**src/rtl/psum_drain.sv**
```systemverilog
// Captures full psum rows into a small row FIFO and streams them out one column
// per beat over valid/ready; captures arriving while the FIFO is full are dropped.
module psum_drain #(
  parameter int col     = 8,
  parameter int bw_psum = 20,
  parameter int depth   = 4
) (
  input  logic                       clk,
  input  logic                       reset,
  input  logic [col*bw_psum-1:0]     psum_in,
  input  logic                       capture,
  output logic [bw_psum-1:0]         out_data,
  output logic                       out_valid,
  input  logic                       out_ready,
  output logic [$clog2(col)-1:0]     out_col,
  output logic                       out_last,
  output logic [$clog2(depth+1)-1:0] level,
  output logic                       overflow,
  input  logic                       ovf_clr
);

  localparam int cw = $clog2(col);
  localparam int aw = $clog2(depth);
  localparam int lw = $clog2(depth+1);
  localparam logic [cw-1:0] last_col = cw'(col-1);
  localparam logic [lw-1:0] full     = lw'(depth);

  logic [col*bw_psum-1:0] mem [depth];
  logic [col*bw_psum-1:0] head;
  logic [aw-1:0]          wptr, rptr;
  logic [lw-1:0]          count;
  logic [cw-1:0]          ci;
  logic                   beat, pop, push, drop;

  always_comb begin
    out_valid = (count != '0);
    beat      = out_valid & out_ready;
    pop       = beat & (ci == last_col);
    // A final-beat pop frees a slot in the same cycle, so a full FIFO can still accept.
    push      = capture & ((count != full) | pop);
    drop      = capture & ~push;
    head      = mem[rptr];
    out_data  = out_valid ? head[ci*bw_psum +: bw_psum] : '0;
    out_col   = ci;
    out_last  = out_valid & (ci == last_col);
    level     = count;
  end

  always_ff @(posedge clk) begin
    if (reset) begin
      wptr     <= '0;
      rptr     <= '0;
      count    <= '0;
      ci       <= '0;
      overflow <= 1'b0;
    end else begin
      if (push) wptr <= wptr + aw'(1);
      if (pop)  rptr <= rptr + aw'(1);
      if (push && !pop)      count <= count + lw'(1);
      else if (pop && !push) count <= count - lw'(1);
      if (beat) ci <= pop ? '0 : ci + cw'(1);
      if (drop)         overflow <= 1'b1;
      else if (ovf_clr) overflow <= 1'b0;
    end
  end

  // Row storage carries no reset; occupancy alone decides what is valid.
  always_ff @(posedge clk) begin
    if (push && !reset) mem[wptr] <= psum_in;
  end

endmodule

```
**config.mk**
```make
export PLATFORM = sky130hd
export DESIGN_NAME = psum_drain
export DESIGN_NICKNAME = d
export VERILOG_FILES = /design/src/rtl/psum_drain.sv
export SDC_FILE = /design/constraint.sdc
export NUM_CORES = 1
export LEC_CHECK = 0
export BUFFER_PORTS_ARGS = -buffer_cell sky130_fd_sc_hd__buf_2
export CAP_MARGIN = 20
export CORE_UTILIZATION = 45
export CTS_CLUSTER_DIAMETER = 40
export DETAILED_ROUTE_END_ITERATION = 10
export HOLD_SLACK_MARGIN = 0.08
export PLACE_DENSITY = 0.61
export SLEW_MARGIN = 40
export SYNTH_ARGS = -nofsm -noshare
export SYNTH_HDL_FRONTEND = slang
export SYNTH_SLANG_ARGS = --single-unit
```
**constraint.sdc**
```tcl
create_clock -name clk -period 12.1 [get_ports clk]
set_clock_uncertainty 0.1 [all_clocks]
set_input_delay 1.21 -clock clk [delete_from_list [all_inputs] [get_ports clk]]
set_output_delay 1.21 -clock clk [all_outputs]
set_load 0.03 [all_outputs]
```
Word-level counts from Yosys, hierarchy flattened
Memories as Yosys holds them, arrays and structs flattened. A register that Yosys moved wholly into a read port is not among the register bits.
Cells that the tools add are included.

cells by class
  $add $sub $neg = 5
  shift-type cells = 1
  bitwise gates (word level) = 7
  equality and inequality tests = 2
  reductions and logical operators = 9
  multiplexer cells = 10
  multipliers = 1

operator list
  kind                                              number
  indexed part select 160 x 9 -> 20 bit             1
  two-way mux 20 bit                                1
  two-way mux 3 bit                                 3
  adder 3 x 1 -> 3 bit, second input constant       2
  multiplier 3 x 3 -> 6 bit, second input constant  1
  AND 1 bit                                         5
  adder 2 x 1 -> 2 bit, second input constant       2
  two-way mux 1 bit                                 4
  two-way mux 2 bit                                 2
  nonzero test 2 bit                                2
  equality test 3 bit, second input constant        1
  logical AND 1 bit                                 3
  zero test 1 bit                                   3
  inequality test 3 bit, second input constant      1
  nonzero test 3 bit                                1
  subtractor 3 x 1 -> 3 bit, second input constant  1
  inverter 1 bit                                    1
  bitwise OR 1 bit                                  1

storage, ports and cells
  output and inout bits = 29
  bits in writable memories = 640
  input bits = 165
  register bits = 11
  word-level logic and storage cells = 41
  memories = 1

memory list
  memory  words  width  rd ports  clocked after memory_dff  write ports  RTL line  text
  mem     4      160    1         1                         1            28        logic [col*bw_psum-1:0] mem [depth];

Longest topological paths before layout
  depth in word-level cells = 9
  gate-level depth with buffers = 10
  mapped depth without buffers = 10

Worst setup path after synthesis
No wires, ideal clock.

  path type = input to register
  start = input out_ready
  end = memory mem[0][0] (netlist bit) (enable)
  setup slack = 5924 ps
  buffers on the path = 0
  arrival = 5536 ps
  data required time = 11460 ps
  cell stages on the path = 4
  setup time = 540 ps
  cell sequence = nand2_1 a31oi_1 nor2b_1 and2_1

between the ends
  longest elaborated chain between the ends = 7

ends and longest elaborated chain
  item                                     RTL line  text
  from (decl)                              14        input logic out_ready,
  AND 1 bit                                37        beat = out_valid & out_ready;
  AND 1 bit                                38        pop = beat & (ci == last_col);
  bitwise OR 1 bit                         40        push = capture & ((count != full) | pop);
  AND 1 bit                                40
  logical AND 1 bit                        69        if (push && !reset) mem[wptr] <= psum_in;
  two-way mux 1 bit                        69
  two-way mux 1 bit (not written as such)  69
  to (decl)                                28

Every way passes these cells.

==> flow_metrics.py <==
metrics = {
    "synth": {
        "postSynthAreaPerCell_um2": 22.7,
        "synth_warnings": 0,
        "synth.ff_latch_count": 653,
        "seq_total_area_yosys": 0.777,
        "ys_async_sr_fraction": 0,
        "synth_cell_type_count": 36,
        "synth_fp_nets": 1277,
        "netlist_top_cells_count": "sky130_fd_sc_hd__edfxtp_1 (640), sky130_fd_sc_hd__mux4_2 (130), sky130_fd_sc_hd__mux2i_1 (82)",
        "synthTopCellsByArea": "sky130_fd_sc_hd__edfxtp_1 (77%), sky130_fd_sc_hd__mux4_2 (12%), sky130_fd_sc_hd__mux2i_1 (3.3%)",
        "ys_dominant_reg_cell": "sky130_fd_sc_hd__edfxtp_1",
        "mappedNetlistArea_mm2": 0.0251,
        "number_of_synthesized_flops_with_an_enable_pin": 640,
        "cell_taking_the_most_area_after_synthesis": "sky130_fd_sc_hd__edfxtp_1",
        "post-synth-top-area-fraction": 0.766,
        "synthesis.instances": 1104,
        "synth.most_common_cell": "sky130_fd_sc_hd__edfxtp_1",
    },
    "final_layout": {
        "drive_gt1_frac": 0.351,
        "finalNetCount": 1519,
        "layout.core_utilization": 0.540,
        "area_growth_pct": 18.5,
    },
    "worst_setup_path": {
        "critical_path_cell_sequence": "buf_4 > buf_4 > mux4_2 > o2111ai_1 > a31oi_1 > buf_2",
        "critical-path-top-delay-family": "buffers and inverters",
        "critPathRequiredTime_ps": 10790,
        "critical_path.slowest_cell": "sky130_fd_sc_hd__dfxtp_4",
        "crit_top_cell": "sky130_fd_sc_hd__buf_4",
        "critPathMaxFanout": 43,
        "critPathKind": "flip-flop to output pin",
        "cp_data_arrival_time_ps": 4100,
        "timing.critical_path.from_type": "flip-flop",
        "end_kind": "output pin",
        "critical_path_buf_inv_count": 3,
        "largest_stage_delay_worst_path_ps": 720,
    },
    "grt": {
        "grt.total_usage": 0.203,
        "gr-usage-met2": 0.306,
        "groute.layer.met1.usage": 0.276,
        "grt_pass1_vias": 12500,
        "first_pass_grt_wire_length_um": 82700,
        "maximum_number_of_pins_on_one_net_before_global_route_repair": 85,
        "initial_antenna_violation_count": 20,
        "use_met3": 0.0599,
        "final_global_route_overflow_total": 0,
        "grt_busiest_layer": "met2",
    },
    "clock_tree": {
        "cts-hold-fix-buffers": 0,
        "clk_pin_slew_ps": 50,
        "clk-insertion-delay-late_ps": 610,
        "post-cts-setup-buffers": 0,
        "cts.sink_count": 653,
        "cts_resized": 0,
        "cts_buffers": 86,
        "clock_tree.buffer_depth": 3,
        "tritoncts_clock_tree": "built",
        "h-tree-depth": 3,
        "cts-root-buf": "sky130_fd_sc_hd__clkbuf_16",
    },
    "floorplan": {
        "pin_count": 194,
        "core_area_mm2": 0.0551,
        "die_height_um": 238,
        "die_width_um": 238,
        "rows": 86,
        "start_util": 0.455,
        "area_enclosed_by_the_die_boundary_mm2": 0.0567,
    },
    "power_and_ir_drop": {
        "fin_total_pwr_w": 0.00555,
        "power_density_mw_per_mm2": 187,
        "cellLeakagePower_nw": 9.74,
        "worst_voltage_drop_across_the_vdd_grid_mv": 0.124,
    },
    "worst_hold_path": {
        "hold_path.class": "flip-flop to flip-flop",
    },
    "route": {
        "drc": 0,
        "vias": 12200,
        "firstDrtPassIters": 5,
        "first_iter_violations": 890,
        "ant_nets": 0,
        "wire_per_inst_um": 25.9,
        "wirelength_um": 56400,
        "detail_route.vias_per_cell": 5.59,
    },
    "timing": {
        "final.setup.worst_slack_ps": 6690,
        "hold-worst-slack_ps": 399,
        "timing_worst_slew_pin_value_ps": 853,
        "final-max-slew-violation-count": 0,
        "finalHoldViolations": 0,
        "maxClockFrequency_mhz": 185,
        "timing.final.crit_share": 0.447,
        "grt_setup_unrepaired": "no",
        "fin_crit_ps": 5410,
        "setup_tns_final_ps": 0,
        "timing.final.setup_violations": 0,
        "max_slew_margin": 0.431,
    },
    "placement": {
        "port_bufs": 193,
        "half_perimeter_wire_length_of_the_detailed_placement_result_um": 34700,
        "gp_routability_congestion": 0.737,
        "worst_case_setup_slack_after_placement_ps": 7100,
    },
    "job": {
        "timing.max_cap.violations": 0,
    },
    "status": {
        "run_status": "completed",
    },
}
-- cell families (layout without fill, tap and decap cells) --
kind of cell,Yosys count,count (layout),synth area share
flip-flops,653,653,0.777
XOR/XNOR,5,5,0.00175
AO/OA/AOI/OAI,102,102,0.0304
adder cells (fa/ha/maj),8,8,0.00429
other,0,10,0
AND/OR/NAND/NOR,46,46,0.00903
buffers and inverters,68,382,0.0181
multiplexers,222,222,0.160
-- flip-flops by register name, indices dropped and copies added (netlist names), named ones only --
name	cells
mem	640
level	3
out_col	3
rptr	2
wptr	2
overflow	1
-- cells in the final DEF (no fill, tap or decap), types with 3 or more instances in the layout --
cell                         instances
sky130_fd_sc_hd__edfxtp_1          640
sky130_fd_sc_hd__buf_2             193
sky130_fd_sc_hd__mux4_2            130
sky130_fd_sc_hd__clkbuf_16          89
sky130_fd_sc_hd__mux2i_1            82
sky130_fd_sc_hd__a31oi_1            21
sky130_fd_sc_hd__a22oi_1            20
sky130_fd_sc_hd__a221o_1            20
sky130_fd_sc_hd__nand2_1            15
sky130_fd_sc_hd__a221oi_1           15
sky130_fd_sc_hd__clkinv_4           14
sky130_fd_sc_hd__nor2_1             12
sky130_fd_sc_hd__clkbuf_1           12
sky130_fd_sc_hd__inv_6              12
sky130_fd_sc_hd__buf_4              12
sky130_fd_sc_hd__dfxtp_1            11
sky130_fd_sc_hd__diode_2            10
sky130_fd_sc_hd__clkinv_2           10
sky130_fd_sc_hd__o21ai_0            10
sky130_fd_sc_hd__mux4_1             10
sky130_fd_sc_hd__clkinvlp_4          8
sky130_fd_sc_hd__ha_1                7
sky130_fd_sc_hd__clkinv_1            7
sky130_fd_sc_hd__o21ai_1             6
sky130_fd_sc_hd__buf_6               6
sky130_fd_sc_hd__a21oi_1             5
sky130_fd_sc_hd__inv_1               5
sky130_fd_sc_hd__o2111ai_1           5
sky130_fd_sc_hd__bufinv_16           5
sky130_fd_sc_hd__and2_4              4
sky130_fd_sc_hd__xor2_1              4
sky130_fd_sc_hd__buf_12              4
sky130_fd_sc_hd__nor2b_4             3
-- worst reg2reg max path: cells and delay by family, from the launching register on --
| family | cells | cell delay [ps] |
|---|---|---|
| buffers and inverters | 2 | 1360 |
| and+or+nand+nor | 3 | 940 |
| adders and majority gates | 2 | 500 |
| AOI/OAI and AO/OA | 1 | 420 |
| DFF | 1 | 710 |
-- layer usage --
layer | vias up | share of wire
met2 | 385 | 0.48
met1 | 6401 | 0.42
met4 | 22 | 0.027
met3 | 92 | 0.078
met5 | - | 0.0024
li1 | 5257 | -
-- path summary, 6_finish.rpt --
check / from / to / slack [ps] / cells past startpoint
worst min-delay path: overflow / overflow / 400 / 2
worst max-delay path: flip-flop / out_data[1] / 6690 / 6
worst max register to register: out_col[0] / mem[2][143] / 7650 / 8
worst min register to register: overflow / overflow / 400 / 2
-- power breakdown --
| group | internal, W | leakage (nW) | switching, W |
|---|---|---|---|
| sequential | 0.00259 | 5.92 | 0.0000263 |
| clock | 0.00148 | 1.37 | 0.000981 |
| combinational | 0.000151 | 2.45 | 0.000324 |
| total | 0.00422 | 9.74 | 0.00133 |
-- cell type report --
| class | instances | area, um^2 |
|---|---|---|
| Fill cell | 4271 | 25400 |
| Clock inverter | 59 | 568 |
| Tap cell | 748 | 936 |
| Antenna cell | 10 | 25.0 |
| Inverter | 6 | 23.8 |
| Timing Repair Buffer | 216 | 1230 |
| Clock buffer | 101 | 2270 |
| Sequential cell | 653 | 19500 |
| Multi-Input combinational cell | 383 | 5180 |
-- through the flow --
step | area, um^2 | std cells
finish | 29700 | 2176
global route | 29700 | 2171
CTS | 29700 | 2166
detailed placement | 26900 | 2006
global placement | 26700 | 2002
floorplan | 25100 | 1104
No activity file was read; power rests on OpenSTA's default activity.
